$ cat src/rtl/line_matrix_programmer.sv
// Line-matrix programmer: sequences route programming (select setup, one lm_clk
// pulse, hold) and matrix clears (lm_rstn pulse, settle) behind a valid/ready port.
//
// state    | meaning
// INIT_RST | post-reset matrix reset, lm_rstn low, no done on exit
// IDLE     | waiting for a command, cmd_ready high
// SETUP    | selects stable, lm_clk low
// CLK_HI   | lm_clk high, matrix captures the route
// HOLD     | lm_clk low, selects held
// CLR_RST  | clear command, lm_rstn low
// SETTLE   | lm_rstn high, matrix recovers from reset
module line_matrix_programmer #(
  parameter int SEL_W        = 4,
  parameter int HALF_PERIOD  = 4,
  parameter int RESET_CYCLES = 8
) (
  input  logic             clk,
  input  logic             rst,
  input  logic             cmd_valid,
  output logic             cmd_ready,
  input  logic             cmd_clear,
  input  logic [SEL_W-1:0] cmd_in_sel,
  input  logic [SEL_W-1:0] cmd_out_sel,
  output logic             busy,
  output logic             done,
  output logic [7:0]       route_count,
  output logic             lm_clk,
  output logic             lm_rstn,
  output logic [SEL_W-1:0] lm_input_select,
  output logic [SEL_W-1:0] lm_output_select
);

  typedef enum logic [2:0] {
    INIT_RST,
    IDLE,
    SETUP,
    CLK_HI,
    HOLD,
    CLR_RST,
    SETTLE
  } state_t;

  localparam logic [7:0] HP_CNT  = 8'(HALF_PERIOD);
  localparam logic [7:0] RST_CNT = 8'(RESET_CYCLES);

  state_t           r_state;
  logic [7:0]       r_cnt;
  logic             r_clr;
  logic             r_cmd_ready;
  logic             r_busy;
  logic             r_done;
  logic [7:0]       r_route_count;
  logic             r_lm_clk;
  logic             r_lm_rstn;
  logic [SEL_W-1:0] r_in_sel;
  logic [SEL_W-1:0] r_out_sel;

  state_t           w_state_nxt;
  logic [7:0]       w_cnt_nxt;
  logic             w_clr_nxt;
  logic             w_done_nxt;
  logic [7:0]       w_count_nxt;
  logic [SEL_W-1:0] w_in_nxt;
  logic [SEL_W-1:0] w_out_nxt;
  logic             w_last;
  logic             w_accept;

  assign w_last   = (r_cnt <= 8'd1);
  assign w_accept = cmd_valid && r_cmd_ready;

  always_ff @(posedge clk) begin
    if (rst) begin
      r_state       <= INIT_RST;
      r_cnt         <= RST_CNT;
      r_clr         <= 1'b0;
      r_cmd_ready   <= 1'b0;
      r_busy        <= 1'b1;
      r_done        <= 1'b0;
      r_route_count <= 8'd0;
      r_lm_clk      <= 1'b0;
      r_lm_rstn     <= 1'b0;
      r_in_sel      <= '0;
      r_out_sel     <= '0;
    end else begin
      r_state       <= w_state_nxt;
      r_cnt         <= w_cnt_nxt;
      r_clr         <= w_clr_nxt;
      r_cmd_ready   <= (w_state_nxt == IDLE);
      r_busy        <= (w_state_nxt != IDLE);
      r_done        <= w_done_nxt;
      r_route_count <= w_count_nxt;
      r_lm_clk      <= (w_state_nxt == CLK_HI);
      r_lm_rstn     <= !((w_state_nxt == INIT_RST) || (w_state_nxt == CLR_RST));
      r_in_sel      <= w_in_nxt;
      r_out_sel     <= w_out_nxt;
    end
  end

  // Each state is entered with its full duration loaded and leaves on count 1.
  always_comb begin
    w_state_nxt = r_state;
    w_cnt_nxt   = r_cnt - 8'd1;
    w_clr_nxt   = r_clr;
    w_done_nxt  = 1'b0;
    w_count_nxt = r_route_count;
    w_in_nxt    = r_in_sel;
    w_out_nxt   = r_out_sel;
    case (r_state)
      INIT_RST: begin
        if (w_last) begin
          w_state_nxt = SETTLE;
          w_cnt_nxt   = HP_CNT;
          w_clr_nxt   = 1'b0;
        end
      end
      IDLE: begin
        w_cnt_nxt = 8'd0;
        if (w_accept) begin
          if (cmd_clear) begin
            w_state_nxt = CLR_RST;
            w_cnt_nxt   = RST_CNT;
            w_clr_nxt   = 1'b1;
          end else begin
            w_state_nxt = SETUP;
            w_cnt_nxt   = HP_CNT;
            w_in_nxt    = cmd_in_sel;
            w_out_nxt   = cmd_out_sel;
          end
        end
      end
      SETUP: begin
        if (w_last) begin
          w_state_nxt = CLK_HI;
          w_cnt_nxt   = HP_CNT;
        end
      end
      CLK_HI: begin
        if (w_last) begin
          w_state_nxt = HOLD;
          w_cnt_nxt   = HP_CNT;
        end
      end
      HOLD: begin
        if (w_last) begin
          w_state_nxt = IDLE;
          w_cnt_nxt   = 8'd0;
          w_done_nxt  = 1'b1;
          w_count_nxt = (r_route_count == 8'hFF) ? 8'hFF : r_route_count + 8'd1;
        end
      end
      CLR_RST: begin
        if (w_last) begin
          w_state_nxt = SETTLE;
          w_cnt_nxt   = HP_CNT;
        end
      end
      SETTLE: begin
        if (w_last) begin
          w_state_nxt = IDLE;
          w_cnt_nxt   = 8'd0;
          // Only a clear command reports completion; the power-up pass is silent.
          if (r_clr) begin
            w_done_nxt  = 1'b1;
            w_count_nxt = 8'd0;
            w_clr_nxt   = 1'b0;
          end
        end
      end
      default: begin
        w_state_nxt = INIT_RST;
        w_cnt_nxt   = RST_CNT;
      end
    endcase
  end

  assign cmd_ready        = r_cmd_ready;
  assign busy             = r_busy;
  assign done             = r_done;
  assign route_count      = r_route_count;
  assign lm_clk           = r_lm_clk;
  assign lm_rstn          = r_lm_rstn;
  assign lm_input_select  = r_in_sel;
  assign lm_output_select = r_out_sel;

endmodule

$ cat config.mk
export PLATFORM = sky130hd
export DESIGN_NAME = line_matrix_programmer
export DESIGN_NICKNAME = d
export VERILOG_FILES = /design/src/rtl/line_matrix_programmer.sv
export SDC_FILE = /design/constraint.sdc
export NUM_CORES = 1
export LEC_CHECK = 0
export ABC_AREA = 1
export CAP_MARGIN = 20
export CELL_PAD_IN_SITES_DETAIL_PLACEMENT = 1
export CELL_PAD_IN_SITES_GLOBAL_PLACEMENT = 2
export CORE_MARGIN = 3
export CORE_UTILIZATION = 30
export DETAILED_ROUTE_END_ITERATION = 8
export GPL_TIMING_DRIVEN = 0
export HOLD_SLACK_MARGIN = 0.06
export PLACE_DENSITY = 0.82
export SKIP_LAST_GASP = 1
export SLEW_MARGIN = 20
export SYNTH_ARGS = -nofsm -noshare
export SYNTH_HDL_FRONTEND = slang
export SYNTH_SLANG_ARGS = --single-unit
$ cat constraint.sdc
create_clock -name clk -period 2.2 [get_ports clk]
set_input_delay 0.44 -clock clk [delete_from_list [all_inputs] [get_ports clk]]
set_output_delay 0.44 -clock clk [all_outputs]
set_load 0.05 [all_outputs]
==> flow_summary.json <==
{
  "cts_tree": "built",
  "fillers": 675,
  "cpMaxStageDelayCell": "clkdlybuf4s50_1",
  "vias": 1542,
  "fmax_ghz": 0.4989,
  "grt_antenna_before_repair": 0,
  "dieArea_sq_um": 6378,
  "postSynthAreaPerCell_sq_um": 7.147,
  "rsz0062_at_grt": "false",
  "nets": 283,
  "drtPass1Iterations": 2,
  "cts_buffers": 5,
  "core_area_sq_um": 5205,
  "critical_path.top_delay_family": "buffers and inverters",
  "maxSlewHeadroom_pct": 65.51,
  "slowest_delay_ns": 0.85,
  "die_w_um": 79.86,
  "postSynthCellCount": 229,
  "max-clock-path-buffers": 2,
  "path_cells": "clkdlybuf4s50_1",
  "start_kind": "flip-flop",
  "post-route-min-period_ns": 2.004,
  "drc": 0,
  "synthMostInstantiatedCell": "nand2_1",
  "synth_ff_type": "dfxtp_1",
  "grt_max_degree": 11,
  "hold_viol_final": 0,
  "drv_slew": 0,
  "reg2reg_depth": 13,
  "grt_util_all_layers_pct": 15.17,
  "outcome": "finished clean",
  "antenna_cells": 0,
  "synth-async-reset-ratio_pct": 0,
  "grt_overflow": 0,
  "ys_seq_elements": 33,
  "placementRows": 26,
  "cts_hold_buf": 0,
  "grt_pass1_vias": 1650,
  "gp_congestion": 0.7499,
  "power.leakage_uw": 0.0009245,
  "cp-end-kind": "output port",
  "cts.reportedPaths.clkPinSlew_ns": 0.07,
  "p_total_uw": 2102,
  "setup_viol": 0,
  "io_pins": 33,
  "required_ns": 1.76,
  "synth.area.top_cells": "dfxtp_1 (40%), nand2_1 (11%), nor2_1 (9.4%), inv_1 (4.6%), o21ai_0 (4.6%)",
  "vdd_drop_max_mv": 0.3959,
  "crit_fanout": 6,
  "fin_crit_sh_pct": 91.10,
  "syn_to_final_growth_pct": 31.12,
  "yosysWarnings": 0,
  "post_cts_resize_count": 0,
  "first_iter_violations": 46,
  "htreeDepth": 2,
  "die_y_um": 79.86,
  "synth_edf_count": 0,
  "io_buffers": 32,
  "post_drt_via_cell_ratio": 4.549,
  "root_buffer": "clkbuf_8",
  "grt_pass1_wl_um": 7624,
  "min_path_type": "flip-flop to flip-flop",
  "dp_hpwl_um": 3239,
  "arrival_ns": 1.56,
  "min_path_cells": 1,
  "yosysSeqAreaShare_pct": 40.37,
  "setup_tns_ns": 0,
  "drv_cap": 0,
  "path_buf_inv": 1,
  "synth_common_cells": "nand2_1 (49), nor2_1 (41), dfxtp_1 (33), inv_1 (20), o21ai_0 (15)",
  "p_per_area_nw_per_um2": 979.8,
  "critPathKind": "flip-flop to output port",
  "syn-num-nets": 244,
  "post_cts_buffers": 0,
  "crit_cells": 1,
  "synth_top_area_cell": "dfxtp_1",
  "synthDominantCellAreaShare_pct": 40.37,
  "synth_area_sq_um": 1637,
  "avgRoutedWirePerCell_um": 12.71,
  "tightest_slew_ns": 0.5158,
  "initial_core_util_pct": 31.44,
  "cts.sinks": 33,
  "skew_ns": 0.005099,
  "clock_latency_ns": 0.28,
  "final_layout_size_suffix_gt1_share_pct": 11.52,
  "wirelength_um": 4307,
  "synth.distinct_cells": 30,
  "ant_nets": 0
}
[registers in the layout, summed over array words and instances (netlist names)]
register / count
r_state: 3
lm_clk: 1
r_clr: 1
busy: 1
route_count: 8
lm_rstn: 1
lm_output_select: 4
r_cnt: 8
cmd_ready: 1
done: 1
lm_input_select: 4
[layer usage]
layer  global-route usage, %  part of all wire, %  vias up  routed length, um
met1                   18.57                   48      713               2074
met3                   3.837                  2.6        7                114
met4                   4.054                 0.95        0                 41
li1                        -                    -      803                  -
met2                   26.29                   48       19               2076
met5                       0                    0        -                  0
[cells by family after synthesis]
kind of cell,count (synthesis),share of synthesized area [%]
and+or+nand+nor,127,37.00
AOI/OAI and AO/OA,33,10.93
buffers and inverters,27,6.192
DFF,33,40.37
xor gates and xnor gates,6,3.211
adders and majority gates,3,2.294
[cell type report]
| type | count | area [sq um] | share of cell area (%) |
|---|---|---|---|
| Buffer | 2 | 7.507 | 0.3499 |
| Clock buffer | 7 | 96.34 | 4.490 |
| Clock inverter | 1 | 5.005 | 0.2332 |
| Inverter | 25 | 93.84 | 4.373 |
| Multi-Input combinational cell | 169 | 874.6 | 40.76 |
| Sequential cell | 33 | 660.6 | 30.79 |
| Tap cell | 70 | 87.58 | 4.082 |
| Timing Repair Buffer | 32 | 320.3 | 14.93 |
[report_power, final]
group          switching, uW  internal [uW]  total, uW
Combinational            531            289        820
Clock                    228            283        511
Sequential              83.9            687        771
[path summary, 6_finish.rpt]
check / to / slack, ns / startpoint
max: route_count[5] / 0.20 / route_count[5]
min: r_cnt[0] / 0.46 / r_cnt[0]
max reg2reg: lm_rstn / 0.41 / r_cnt[0]
min reg2reg: r_cnt[0] / 0.46 / r_cnt[0]
[per-stage QoR]
| step | instances | area, sq um | hold WS, ns | worst slack, ns | utilization (%) |
|---|---|---|---|---|---|
| global route | 339 | 2146 | 0.5039 | 0.1385 | 41.23 |
| finish | 339 | 2146 | 0.4551 | 0.1957 | 41.23 |
| detailed placement | 331 | 2044 | 0.4396 | 0.1513 | 39.28 |
| CTS | 339 | 2146 | 0.4567 | 0.1708 | 41.23 |
| floorplan | 229 | 1637 | 0.4173 | 0.5218 | - |
| global placement | 331 | 2044 | 0.4317 | 0.1545 | 39.28 |
[placed cells by master (no fill, tap or decap), types with 2 or more instances in the layout]
| master | instances |
|---|---|
| inv_2 | 5 |
| inv_1 | 20 |
| nor2_4 | 5 |
| clkdlybuf4s50_1 | 32 |
| nor3_1 | 3 |
| xor2_1 | 4 |
| o21ai_1 | 3 |
| nand4_1 | 2 |
| dfxtp_1 | 33 |
| nor2_1 | 41 |
| nor2_2 | 2 |
| nand2_2 | 5 |
| nand2_1 | 49 |
| nand3b_1 | 2 |
| nand3_1 | 11 |
| xnor2_1 | 2 |
| a21oi_1 | 12 |
| clkbuf_8 | 7 |
| ha_1 | 3 |
| o21ai_0 | 15 |
Power figures use the tool's default switching activity.
==> variant (same flow settings) <==
Register the output `route_count` once more, without a reset; this adds one clock of latency there. The other outputs are not delayed to match.
--- a/src/rtl/line_matrix_programmer.sv
+++ b/src/rtl/line_matrix_programmer.sv
@@ -176,7 +176,9 @@
   assign cmd_ready        = r_cmd_ready;
   assign busy             = r_busy;
   assign done             = r_done;
-  assign route_count      = r_route_count;
+  always_ff @(posedge clk) begin
+    route_count <= r_route_count;
+  end
   assign lm_clk           = r_lm_clk;
   assign lm_rstn          = r_lm_rstn;
   assign lm_input_select  = r_in_sel;
Check against the original RTL: same outputs for any inputs over 10 cycles, from zero or initial values and one cycle with rst high; that may be too few to reach the edited logic, so the function may still have changed.
==> variant against the original RTL <==
  * Worst setup slack better by 0.11 ns
  * Power up 21%
  * Sequential cell count grew 8
  * Routed wire length decreased by 3.4%
  * Clock skew fell by 0.00050 ns
  * Clock power increased by 23%
  * Cell area up 7.6%
  * Area after synthesis rose by 8.9%
  * Die area is 8.3% higher
  * Critical path depth unchanged
  * Utilization fell by 0.31 points
  * Register-to-register slack improved by 0.03 ns
  * Critical endpoint is now lm_output_select[2]
==> variant: results (changes against the original RTL) <==
[clock_tree]
cts_setup_buffers=0  ; unchanged
cts.clk_slew.worst_paths_ns=0.09  ; was 0.07 ns
cts_buffers=5  ; unchanged
clkLatencyLatePin_ns=0.30  ; was 0.28 ns
clockBufferDepth=2  ; unchanged

[synth]
synth_fa_ha_area_share_pct=2.11  ; was 2.29%
syn-num-nets=255  ; was 244
synth_area_leaders=dfxtp_1, nand2_1, nor2_1  ; unchanged
synthCells=240  ; was 229
synth-compound-area-share_pct=10.3  ; was 10.9%
ys_types=24  ; was 30
yosysSeqAreaShare_pct=46.0  ; was 40.4%
async_flop_share_pct=0  ; unchanged
synth_commonest_cells=nand2_1, nor2_1, dfxtp_1  ; unchanged
synth-xor-area-share_pct=1.96  ; was 3.21%

[grt]
grt_pass1_vias=1583  ; was 1650
grt_pass1_wl_um=7420  ; was 7620 um
antenna_found_initial=0  ; unchanged
grt_max_degree=15  ; was 11
met2_usage_pct=19.0  ; was 26.3%
grt_use_met1_pct=18.1  ; was 18.6%
gr-usage-all-layers_pct=13.1  ; was 15.2%
met3_usage_pct=4.17  ; was 3.84%

[drt]
vias_per_cell=4.46  ; was 4.55
wl_met1_um=2180  ; was 2070 um
drtIter0Drc=33  ; was 46
drt-wirelength-per-cell_um=11.8  ; was 12.7 um
dr_wl_met2_um=1720  ; was 2080 um
first_pass_iters=4  ; was 2
wl_met3_um=197  ; was 114 um

[min_path]
whs_endpoint=route_count[4]$_DFF_P_  ; was r_cnt[0]$_SDFF_PP0_
hp-start=r_route_count[4]$_SDFFE_PP0P_  ; was r_cnt[0]$_SDFF_PP0_
hold_path_depth=0  ; was 1

[placement]
gp_congestion=0.798  ; was 0.750
dpl_worst_slack_ns=0.337  ; was 0.151 ns
dpl.hpwl_um=3130  ; was 3240 um
dp_cells=344  ; was 331
place_area_mm2=0.00219  ; was 0.00204 mm^2

[cells_and_area]
drive_gt1_share_pct=9.29  ; was 11.5%
nets=294  ; was 283
reg.largest.list=r_cnt (8), r_route_count (8), route_count (8)
n_fill_cell=711  ; was 675
instances_no_fill=352  ; was 339

[setup_path]
rr_endpoint=r_route_count[3]$_SDFFE_PP0P_  ; was lm_rstn$_SDFF_PP0_
critPathArrivalTime_ns=1.45  ; was 1.56 ns
rr_startpoint=r_route_count[0]$_SDFFE_PP0P_  ; was r_cnt[0]$_SDFF_PP0_
crit_fanout=2  ; was 6
r2r_setup_slack_ns=0.44  ; was 0.41 ns
critPathMaxStageDelay_ns=0.81  ; was 0.85 ns
reg2reg_depth=11  ; was 13

[timing]
fin_skew_ns=0.00460  ; was 0.00510 ns
worst_slew_pin_slew_ns=0.506  ; was 0.516 ns
fin_hold_ws_ns=0.384  ; was 0.455 ns

[power]
leakagePower_uw=0.000966  ; was 0.000925 uW
peakVddDrop_uv=445  ; was 396 uV

[outcome]
status=complete, no violations  ; unchanged

-- variant: cell types whose count changed in the layout (fill, tap and decap cells not counted), sizes merged, moves of 2 or more --
cell	change
o211ai	+2
nand2	-6
inv	+7
xnor2	-2
o21ai	-3
a31oi	+2
dfxtp	+8
nand3	+6
nand3b	-2
-- variant: power by group --
group	switching, uW	internal [uW]
Combinational	646	341
Clock	287	340
Sequential	85.0	844
-- variant: how the worst max path moves through the flow --
stage / from / to / slack, ns / cells past startpoint
2_1_floorplan: cmd_ready$_SDFF_PP0_ / lm_rstn$_SDFF_PP0_ / 0.71 / 7
3_3_place_gp: cmd_clear / lm_rstn$_SDFF_PP0_ / 0.35 / 8
3_5_place_dp: cmd_clear / lm_rstn$_SDFF_PP0_ / 0.34 / 8
4_1_cts: lm_input_select[2]$_SDFFE_PP0P_ / lm_input_select[2] / 0.28 / 1
5_1_grt: r_cnt[0]$_SDFF_PP0_ / lm_rstn$_SDFF_PP0_ / 0.21 / 12
6_report: lm_output_select[2]$_SDFFE_PP0P_ / lm_output_select[2] / 0.31 / 1
-- variant: cell type report --
| cell class | count | area, um^2 | share of cell area (%) |
|---|---|---|---|
| Buffer | 4 | 30.0 | 1.30 |
| Tap cell | 72 | 90.1 | 3.90 |
| Clock buffer | 5 | 68.8 | 2.98 |
| Clock inverter | 3 | 46.3 | 2.01 |
| Multi-Input combinational cell | 163 | 812 | 35.2 |
| Inverter | 32 | 120 | 5.20 |
| Timing Repair Buffer | 32 | 320 | 13.9 |
| Sequential cell | 41 | 821 | 35.6 |
-- variant: logic make-up (layout without fill, tap and decap cells) --
family | Yosys count | in the layout
compound gates | 33 | 33
flops | 41 | 41
buf+inv | 36 | 76
xor+xnor | 4 | 4
fa+ha+maj | 3 | 3
simple gates | 123 | 123
